$ cat src/rtl/bc_pkg.sv
// Shared constants and types for the breadcrumb SPI link.
package bc_pkg;

  localparam int unsigned BC_WORD_W = 16;

  typedef enum logic [1:0] {
    IDLE,
    LOAD,
    SHIFT,
    DONE
  } bc_spi_state_t;

endpackage

$ cat src/rtl/bc_sync_edge.sv
// Pin synchroniser plus history flop; rise/fall are registered one-cycle strobes.
module bc_sync_edge #(
  parameter int unsigned SYNC_STAGES = 2
) (
  input  logic clk,
  input  logic rst,
  input  logic din,
  output logic level,
  output logic rise,
  output logic fall
);

  logic [SYNC_STAGES-1:0] sync_q;

  // level doubles as the history flop, so strobes and level stay aligned
  always_ff @(posedge clk or negedge rst) begin
    if (!rst) begin
      sync_q <= '0;
      level  <= 1'b0;
      rise   <= 1'b0;
      fall   <= 1'b0;
    end else begin
      sync_q <= {sync_q[SYNC_STAGES-2:0], din};
      level  <= sync_q[SYNC_STAGES-1];
      rise   <= sync_q[SYNC_STAGES-1] & ~level;
      fall   <= ~sync_q[SYNC_STAGES-1] & level;
    end
  end

endmodule

$ cat src/rtl/bc_spi_link.sv
// SPI mode-0 slave between the Avoidance MCU and the breadcrumb buffer,
// oversampled in the clk domain.
module bc_spi_link
  import bc_pkg::*;
#(
  parameter int unsigned WORD_W      = BC_WORD_W,
  parameter int unsigned SYNC_STAGES = 2
) (
  input  logic              clk,
  input  logic              rst,
  input  logic              spi_sck,
  input  logic              spi_cs_n,
  input  logic              spi_mosi,
  output logic              spi_miso,
  output logic [WORD_W-1:0] rx_data,
  output logic              rx_valid,
  input  logic              rx_rdy,
  input  logic [WORD_W-1:0] tx_data,
  input  logic              tx_valid,
  output logic              tx_rdy,
  output logic              rx_overrun,
  output logic              tx_underrun,
  output logic              short_frame
);

  localparam int unsigned CNT_W = $clog2(WORD_W + 1);

  logic sck_lvl, sck_rise, sck_fall;
  logic cs_lvl, cs_rise, cs_fall;
  logic mosi_lvl, mosi_rise, mosi_fall;

  bc_sync_edge #(.SYNC_STAGES(SYNC_STAGES)) u_sync_sck (
    .clk(clk), .rst(rst), .din(spi_sck),
    .level(sck_lvl), .rise(sck_rise), .fall(sck_fall)
  );

  bc_sync_edge #(.SYNC_STAGES(SYNC_STAGES)) u_sync_cs (
    .clk(clk), .rst(rst), .din(spi_cs_n),
    .level(cs_lvl), .rise(cs_rise), .fall(cs_fall)
  );

  bc_sync_edge #(.SYNC_STAGES(SYNC_STAGES)) u_sync_mosi (
    .clk(clk), .rst(rst), .din(spi_mosi),
    .level(mosi_lvl), .rise(mosi_rise), .fall(mosi_fall)
  );

  logic unused_edges;
  assign unused_edges = sck_lvl ^ cs_lvl ^ mosi_rise ^ mosi_fall;

  bc_spi_state_t     state_q;
  logic [WORD_W-1:0] tx_shift;
  logic [WORD_W-1:0] rx_shift;
  logic [WORD_W-1:0] rx_shift_nxt;
  logic [CNT_W-1:0]  bit_cnt;

  assign rx_shift_nxt = {rx_shift[WORD_W-2:0], mosi_lvl};

  // The pop/underrun strobes must coincide with the LOAD cycle that samples tx_valid
  assign tx_rdy      = (state_q == LOAD) & tx_valid;
  assign tx_underrun = (state_q == LOAD) & ~tx_valid;

  always_ff @(posedge clk or negedge rst) begin
    if (!rst) begin
      state_q     <= IDLE;
      tx_shift    <= '0;
      rx_shift    <= '0;
      bit_cnt     <= '0;
      rx_data     <= '0;
      rx_valid    <= 1'b0;
      spi_miso    <= 1'b0;
      rx_overrun  <= 1'b0;
      short_frame <= 1'b0;
    end else begin
      rx_overrun  <= 1'b0;
      short_frame <= 1'b0;
      if (rx_valid && rx_rdy) rx_valid <= 1'b0;

      case (state_q)
        IDLE: begin
          spi_miso <= 1'b0;
          if (cs_fall) state_q <= LOAD;
        end

        LOAD: begin
          tx_shift <= tx_valid ? tx_data : '0;
          spi_miso <= tx_valid & tx_data[WORD_W-1];
          rx_shift <= '0;
          bit_cnt  <= '0;
          state_q  <= SHIFT;
        end

        SHIFT: begin
          if (cs_rise) begin
            short_frame <= 1'b1;
            rx_shift    <= '0;
            spi_miso    <= 1'b0;
            state_q     <= IDLE;
          end else if (sck_rise) begin
            rx_shift <= rx_shift_nxt;
            bit_cnt  <= bit_cnt + CNT_W'(1);
            if (bit_cnt == CNT_W'(WORD_W - 1)) begin
              state_q  <= DONE;
              spi_miso <= 1'b0;
              // word commit: a pending word being accepted this cycle frees the slot
              if (!rx_valid || rx_rdy) begin
                rx_data  <= rx_shift_nxt;
                rx_valid <= 1'b1;
              end else begin
                rx_overrun <= 1'b1;
              end
            end
          end else if (sck_fall && (bit_cnt != '0)) begin
            tx_shift <= tx_shift << 1;
            spi_miso <= tx_shift[WORD_W-2];
          end
        end

        DONE: begin
          spi_miso <= 1'b0;
          if (cs_fall)      state_q <= LOAD;
          else if (cs_rise) state_q <= IDLE;
        end

        default: state_q <= IDLE;
      endcase
    end
  end

endmodule

$ cat config.mk
export PLATFORM = sky130hd
export DESIGN_NAME = bc_spi_link
export DESIGN_NICKNAME = d
export VERILOG_FILES = /design/src/rtl/bc_pkg.sv /design/src/rtl/bc_sync_edge.sv /design/src/rtl/bc_spi_link.sv
export SDC_FILE = /design/constraint.sdc
export NUM_CORES = 1
export LEC_CHECK = 0
export ABC_AREA = 1
export CORE_AREA = 2 2 102 104
export CTS_CLUSTER_DIAMETER = 30
export DETAILED_ROUTE_END_ITERATION = 7
export DIE_AREA = 0 0 104 106
export GPL_ROUTABILITY_DRIVEN = 0
export SETUP_SLACK_MARGIN = 0.05
export SLEW_MARGIN = 20
export SYNTH_ARGS = -nofsm -noshare
export SYNTH_HDL_FRONTEND = slang
export SYNTH_HIERARCHICAL = 1
export SYNTH_SLANG_ARGS = --single-unit
$ cat constraint.sdc
create_clock -name clk -period 1.9 [get_ports clk]
set_input_delay 0.38 -clock clk [delete_from_list [all_inputs] [get_ports clk]]
set_output_delay 0.38 -clock clk [all_outputs]
set_load 0.01 [all_outputs]
==> After elaboration in Yosys (flattened, before gate mapping) <==
Cells that the tools add are included.
{ "totals": {"reg_bits": 70, "input_bits": 23, "out_inout_bits": 22, "elab_cells": 97} }
{ "classes": {"add_sub_neg": 1, "n_eq_ne": 14, "mux": 36, "bitwise_logic": 13, "n_reduce_logical": 14} }
{ "op_table": {"columns": ["op", "n"], "rows": [
  ["two-way mux 15 bit", 6],
  ["case mux 15 bit (2 select lines)", 2],
  ["two-way mux 1 bit", 17],
  ["two-way mux 2 bit", 6],
  ["two-way mux 5 bit", 2],
  ["case mux 5 bit (2 select lines)", 1],
  ["case mux 2 bit (4 select lines)", 1],
  ["AND reduction 4 bit", 2],
  ["AND 1 bit", 7],
  ["!= test 2 bit (second input constant)", 3],
  ["!= test 3 x 1 -> 1 bit (second input constant)", 2],
  ["inverter 1 bit", 6],
  ["adder 5 x 1 -> 5 bit (second input constant)", 1],
  ["equality test 5 x 4 -> 1 bit (second input constant)", 1],
  ["AND reduction 5 bit", 1],
  ["nonzero test 5 bit", 1],
  ["equality test 2 bit (second input constant)", 2],
  ["!= test 2 x 1 -> 1 bit (second input constant)", 2],
  ["!= test 4 x 2 -> 1 bit (second input constant)", 1],
  ["!= test 4 x 3 -> 1 bit (second input constant)", 1],
  ["AND reduction 2 bit", 2],
  ["!= test 3 x 2 -> 1 bit (second input constant)", 1],
  ["case mux 1 bit (3 select lines)", 1],
  ["AND reduction 3 bit", 1],
  ["other kinds (7)", 8]
]} }

==> Logic depth before layout (Yosys ltp) <==
{ "depth": {"ltp_word": 7, "depth_mapped": 10, "ltp_nobuf": 10} }

==> By module <==
The synthesis kept the hierarchy.
{ "by_module_without_submodules": {"columns": ["module", "n_inst", "cells_per_inst", "area_per_inst_um2", "seq_area_each_um2"], "rows": [
  ["bc_spi_link", 1, 328, 2777.7, 1426.4],
  ["bc_sync_edge", 3, 9, 140.1, 125.1]
]} }

==> Worst setup path after synthesis <==
OpenSTA, ideal clock, no wires.
{ "synth_path": {"kind": "reg2reg", "start": "register bit_cnt[0]", "end": "register rx_data[11]", "setup_time_ns": 0.118, "arrival_time_ns": 1.419, "required_ns": 1.782, "slack_ns": 0.364, "path_stages_with_launch": 11, "path_buffers": 1, "synth_period_minus_slack_ns": 1.536, "cell_sequence": "dfrtp_1 -> ha_1 -> nand2_1 -> nor2_1 -> ha_1 -> inv_1 -> nor2_1 -> nand2_2 -> buf_6 -> nand2_1 -> o21ai_2"} }
{ "synth_via": {"elab_chain_cells": 2} }
{ "synth_rtl": {"columns": ["element", "line", "text"], "rows": [
  ["start: declaration", "bc_spi_link.sv:54", "logic [CNT_W-1:0] bit_cnt;"],
  ["start signal: assignment", "bc_spi_link.sv:100", "bit_cnt <= bit_cnt + CNT_W'(1);"],
  ["equality test 5 x 4 -> 1 bit", "bc_spi_link.sv:101", "if (bit_cnt == CNT_W'(WORD_W - 1)) begin"],
  ["AND reduction 5 bit (no source line)", null, null],
  ["end signal: assignment", "bc_spi_link.sv:106", "rx_data <= rx_shift_nxt;"],
  ["end: declaration", "bc_spi_link.sv:15", "output logic [WORD_W-1:0] rx_data,"]
]} }
Every way passes these cells.
A chain may end at the register's enable or synchronous reset.

==> Worst setup path after layout <==
{ "layout_path": {"start": "input port tx_valid", "end": "output port tx_rdy"} }
{ "layout_via": {"elab_chain_cells": 1} }
{ "layout_rtl": {"columns": ["element", "line", "text"], "rows": [
  ["start: declaration", "bc_spi_link.sv:19", "input logic tx_valid,"],
  ["AND 1 bit", "bc_spi_link.sv:59", "assign tx_rdy = (state_q == LOAD) & tx_valid;"],
  ["end: declaration", "bc_spi_link.sv:20", "output logic tx_rdy,"]
]} }
Every way passes these cells.

==> metrics.txt <==
Cell Area, Placed 3750 sq um; setup_tns 0 ns; syn avg cell area about 9 sq um; combinational share of power 0.286; Slowest-stage cell, CP clkdlybuf4s50_1; Final Non-Filler Cells ~540; Final Critical Period around 1.7 ns; max cap viols 0; NumNets Final around 430; crit start category input port; Final Cycle Share 0.885; final number of max-transition violations 0; clock share of power 0.328; final instance area ~4000 sq um; # DRC 0; Worst-path clk slew around 0.080 ns; warning count from the yosys run 6; Cell Area, Synth 3130 sq um; worst slew pin tran around 0.62 ns; Max Clock Skew 0.0127 ns; Power Dens Cells approximately 1200 nW/um^2; Slew Limit Headroom 0.584; placed cells 522; Peak VDD IR 0.530 mV; Die W around 100 um; Psw ~1600 uW; Crit. End Element primary output; Num CTS Buffers 9; wire per inst about 11 um; cells after synthesis 349; count of final hold-check violations 8; CP Cell Sequence clkdlybuf4s50_1 > inv_1 > nor2_1 > dlygate4sd2_1; worst setup path class in2out; CTS tree built; most frequent cells in the layout nand2_1, dfrtp_1, nand3_1; remaining antenna violation count after routing 0; die area between 10000 and 15000 sq um; Clk Tree Root Cell clkbuf_8; gr usage total 0.120; # diodes 0; share of layout cells above drive strength 1 0.148; fmax between 500 and 600 MHz; H-tree levels 3; number of placement rows 37; CP arrival around 1.3 ns; Via density roughly 4.3; reg2reg start bit_cnt[0]; largest net degree at the start of global routing 40; Critical Path RT roughly 1.5 ns; DRT Pass-1 Iters 4; dpl hpwl 4.23 mm; first-pass GRT wire length ~11 mm; # port buffers 44; clock sink count 70; CTS Hold Bufs 0; wirelength, routed slightly above 6 mm; Core Area ~10000 sq um; WHS -0.00977 ns; Hold Crit Class in2async; violations in the final reports hold timing; syn nets ~380; antenna violations before repair 0; Sw Ratio 0.331; Die Height around 110 um; clock latency on the worst-skew pair between 0.3 and 0.4 ns; Layout area overhead 29.0%; number of DRC markers in iteration 0 ~140; Initial Util 0.313; I/O Pins 45; commonest non-fill, non-tap cell in the layout nand2_1; max incr delay on CP 0.52 ns; Max Root-Sink Buffers 2; sequential power share 0.387; DR vias 2332; Int Pwr 3210 uW; CP Launch Point tx_valid; leak pwr around 0.0019 uW; setup violators final 0; critical path peak fanout 4; vias in the first global route between 2000 and 2500; RSZ-0062 raised after global routing true; status complete, but fails checks; total grt overflow 0
==> area by class of cell <==
| type | count | area [sq um] |
|---|---|---|
| Fill cell | 993 | 5960 |
| Clock inverter | 6 | 134 |
| Tap cell | 136 | 170 |
| Timing Repair Buffer | 57 | 568 |
| Clock buffer | 10 | 128 |
| Inverter | 34 | 128 |
| Multi-Input combinational cell | 228 | 1160 |
| Sequential cell | 70 | 1750 |
==> worst max-delay path, delay by kind of cell <==
family	cells	cell delay, ns
and+or+nand+nor	1	0.09
buffers and inverters	3	0.84
==> worst paths after layout <==
kind / to / slack [ns] / cells after the start
hold reg to reg: u_sync_sck/sync_q[1] / 0.35 / 0
max in group asynchronous: rx_shift[12] / 1.35 / 2
min in group clk: u_sync_sck/sync_q[1] / 0.35 / 0
setup / recovery: tx_rdy / 0.22 / 4
hold / removal: state_q[1] / -0.01 / 1
setup reg to reg: rx_data[12] / 0.22 / 10
==> metrics by stage <==
step | hold slack (ns) | total power (uW) | setup WS [ns] | util
final | -0.00977 | 4790 | 0.218 | 0.404
after global routing | 0.00407 | 5090 | 0.0490 | 0.404
after CTS | 0.000137 | 4800 | 0.116 | 0.401
after detailed placement | 0.335 | 3230 | -0.0676 | 0.375
after global placement | 0.332 | 3180 | -0.0629 | 0.375
after floorplan | 0.0844 | 2850 | 0.364 | -
==> state kept, by name, indices dropped and copies added, names as in the netlist, 2 cells and up <==
register            count
rx_data                16
u_sync_mosi/sync_q      2
rx_shift               15
tx_shift               15
u_sync_cs/sync_q        2
state_q                 2
u_sync_sck/sync_q       2
bit_cnt                 5
==> power groups by stage <==
| stage | Combinational (uW) | Clock, uW | Sequential, uW |
|---|---|---|---|
| 2_1_floorplan | 997 | 0 | 1860 |
| 3_3_place_gp | 1300 | 0 | 1890 |
| 3_5_place_dp | 1330 | 0 | 1890 |
| 4_1_cts | 1350 | 1590 | 1860 |
| 5_1_grt | 1550 | 1660 | 1880 |
| 6_report | 1370 | 1570 | 1850 |
==> layer usage <==
metal | GRT usage | vias up | share of wire
met5 | 0 | - | 0
met4 | 0.0405 | 0 | 0.013
met3 | 0.0362 | 6 | 0.027
met2 | 0.187 | 21 | 0.47
met1 | 0.159 | 1093 | 0.49
li1 | - | 1212 | -
==> repair_timing <==
action | CTS | global route
resized for setup | 2 | 3
endpoints found under the hold margin | 0 | 0
endpoints found under the setup margin | 2 | 26
setup buffers | 1 | 2
(Power assumes the default switching activity.)
==> patch, RTL diff (config.mk and constraints unchanged) <==
`SYNC_STAGES` is set to 2 in 2 places; all go to 4.
--- a/src/rtl/bc_sync_edge.sv
+++ b/src/rtl/bc_sync_edge.sv
@@ -1,6 +1,6 @@
 // Pin synchroniser plus history flop; rise/fall are registered one-cycle strobes.
 module bc_sync_edge #(
-  parameter int unsigned SYNC_STAGES = 2
+  parameter int unsigned SYNC_STAGES = 4
 ) (
   input  logic clk,
   input  logic rst,
--- a/src/rtl/bc_spi_link.sv
+++ b/src/rtl/bc_spi_link.sv
@@ -4,7 +4,7 @@
   import bc_pkg::*;
 #(
   parameter int unsigned WORD_W      = BC_WORD_W,
-  parameter int unsigned SYNC_STAGES = 2
+  parameter int unsigned SYNC_STAGES = 4
 ) (
   input  logic              clk,
   input  logic              rst,
Check against the original RTL: not equivalent (Yosys sat finds a counterexample within 10 cycles, from zero or initial values and one cycle with rst low).
==> patch against the original RTL <==
Sequential cell count grew 6; clock power is 31% lower; routed wire length up 3.9%; total power is 7.2% lower; cell area rose by 1.1%; area after synthesis rose by 4.8%; worst setup slack got worse by 3.7 ps; final cell count grew 0.92%; non-clock buffer count did not move; combinational power hardly changed; critical path depth unchanged; critical path type unchanged.
==> patch: results (changes against the original RTL) <==
* Status: finished, final reports clean
* Hold Path Depth at 0
* N_diodes at 0 (unchanged)
* First-pass GRT wire length at 11220 um (+5.0%)
* Max H-tree Level at 3 (unchanged)
* Crit path max fanout at 4 (unchanged)
* Iteration-0 DRC Markers at 90 (-37%)
* Post-DP HPWL at 4370 um (+3.3%)
* Clock Tree Buf Depth at 2 (unchanged)
* Final Skew at 11.91 ps (-0.8228 ps)
* Clk_lat worst skew at 340 ps (about the same)
* Root Driver: clkbuf_8
* Max reg flops at 16 (unchanged)
* Min-delay src: u_sync_sck/sync_q[0]
* WP data arrival at 1310 ps
* Placed inst area at 3881 sq um (+3.6%)
* Worst ir drop on vdd at 0.0003722 V (-30%)
* PortBufs at 44 (unchanged)
* Via Count at 2423 (+3.9%)
* Share of layout cells above drive strength 1 at 0.1439 (-0.004246)
* Nets@finish at 433 (+1.4%)
* Min-Delay Path Class: flop to flop
* Initial antenna violation count at 0 (unchanged)
* GR Util met3 at 0.03495 (-0.001226)
* R2r setup slk at 230 ps
* Relative slew slack at 0.5960 (+0.01226)
* Router iterations before antenna repair at 4 (unchanged)
* Clk pin slew, worst setup/hold paths at 70 ps
* Synth Warn # at 6 (unchanged)
* Mapped Nets at 382 (+1.6%)
* Pin count of the biggest net entering global routing at 33 (-18%)
* Regs by FF count: rx_data (16), rx_shift (15), tx_shift (15)
* GRT Overall Usage at 0.1251 (+0.005433)
* Leak at 1.924 nW (+0.95%)
* TritonCTS Buffers at 9 (unchanged)
* Met1 usage at 0.1610 (+0.002349)
* Reg2reg start: bit_cnt[1]
* R2R Path End: rx_data[14]
* R2r worst-path depth at 10 (unchanged)
* Final WL at 6346 um (+3.9%)
* Post-Route Hold Slack at 349.4 ps (+359.2 ps)
* Grt met2 use at 0.1950 (+0.007989)
* WHS Endpoint: u_sync_sck/sync_q[1]
==> patch: worst max path at each step <==
stage / start / cells past startpoint / end / slack, ps
final: tx_valid / 4 / tx_rdy / 210
after global routing: bit_cnt[1] / 10 / rx_data[3] / 50
after CTS: bit_cnt[1] / 10 / rx_data[14] / 100
after detailed placement: tx_valid / 4 / tx_rdy / -70
after global placement: tx_valid / 4 / tx_rdy / -60
after floorplan: bit_cnt[0] / 10 / rx_data[11] / 360
==> patch: worst max-delay path, cell delays in order <==
cell and delay (ps):
clkdlybuf4s50_1 520, inv_1 50, nor2_1 80, dlygate4sd2_1 270
==> patch: repair_timing <==
action                                  4_1_cts  5_1_grt
endpoints found under the setup margin        2       31
resized for setup                             2        3
pin swaps                                     0        2
hold buffers                                  1        0
hold endpoints to repair                     29        0
buffers inserted                              1        0
==> patch: metal layers <==
metal	wire (um)	share of wire
met1	3060	0.48
met5	0	0
met4	109	0.017
met3	314	0.049
met2	2862	0.45
==> patch: final cells by class <==
cell class	instances	area [sq um]
clock buffer	11	151.4
clock inverter	4	25.02
fill	1014	5914
inverter	34	127.6
multi-input combinational	228	1161
sequential	76	1902
tap	136	170.2
timing repair buffer	57	548.0
==> patch: per-stage QoR <==
| stage | std cells | setup TNS [ps] | worst slack [ps] |
|---|---|---|---|
| 2_1_floorplan | 355 | 0 | 363.9 |
| 3_3_place_gp | 529 | -60.89 | -60.89 |
| 3_5_place_dp | 529 | -67.40 | -67.40 |
| 4_1_cts | 546 | 0 | 99.36 |
| 5_1_grt | 546 | 0 | 53.85 |
| 6_report | 546 | 0 | 214.3 |
==> patch: power breakdown <==
part           switching [mW]  internal [mW]
Clock                   0.555          0.533
Sequential              0.137           1.86
Combinational           0.892          0.475
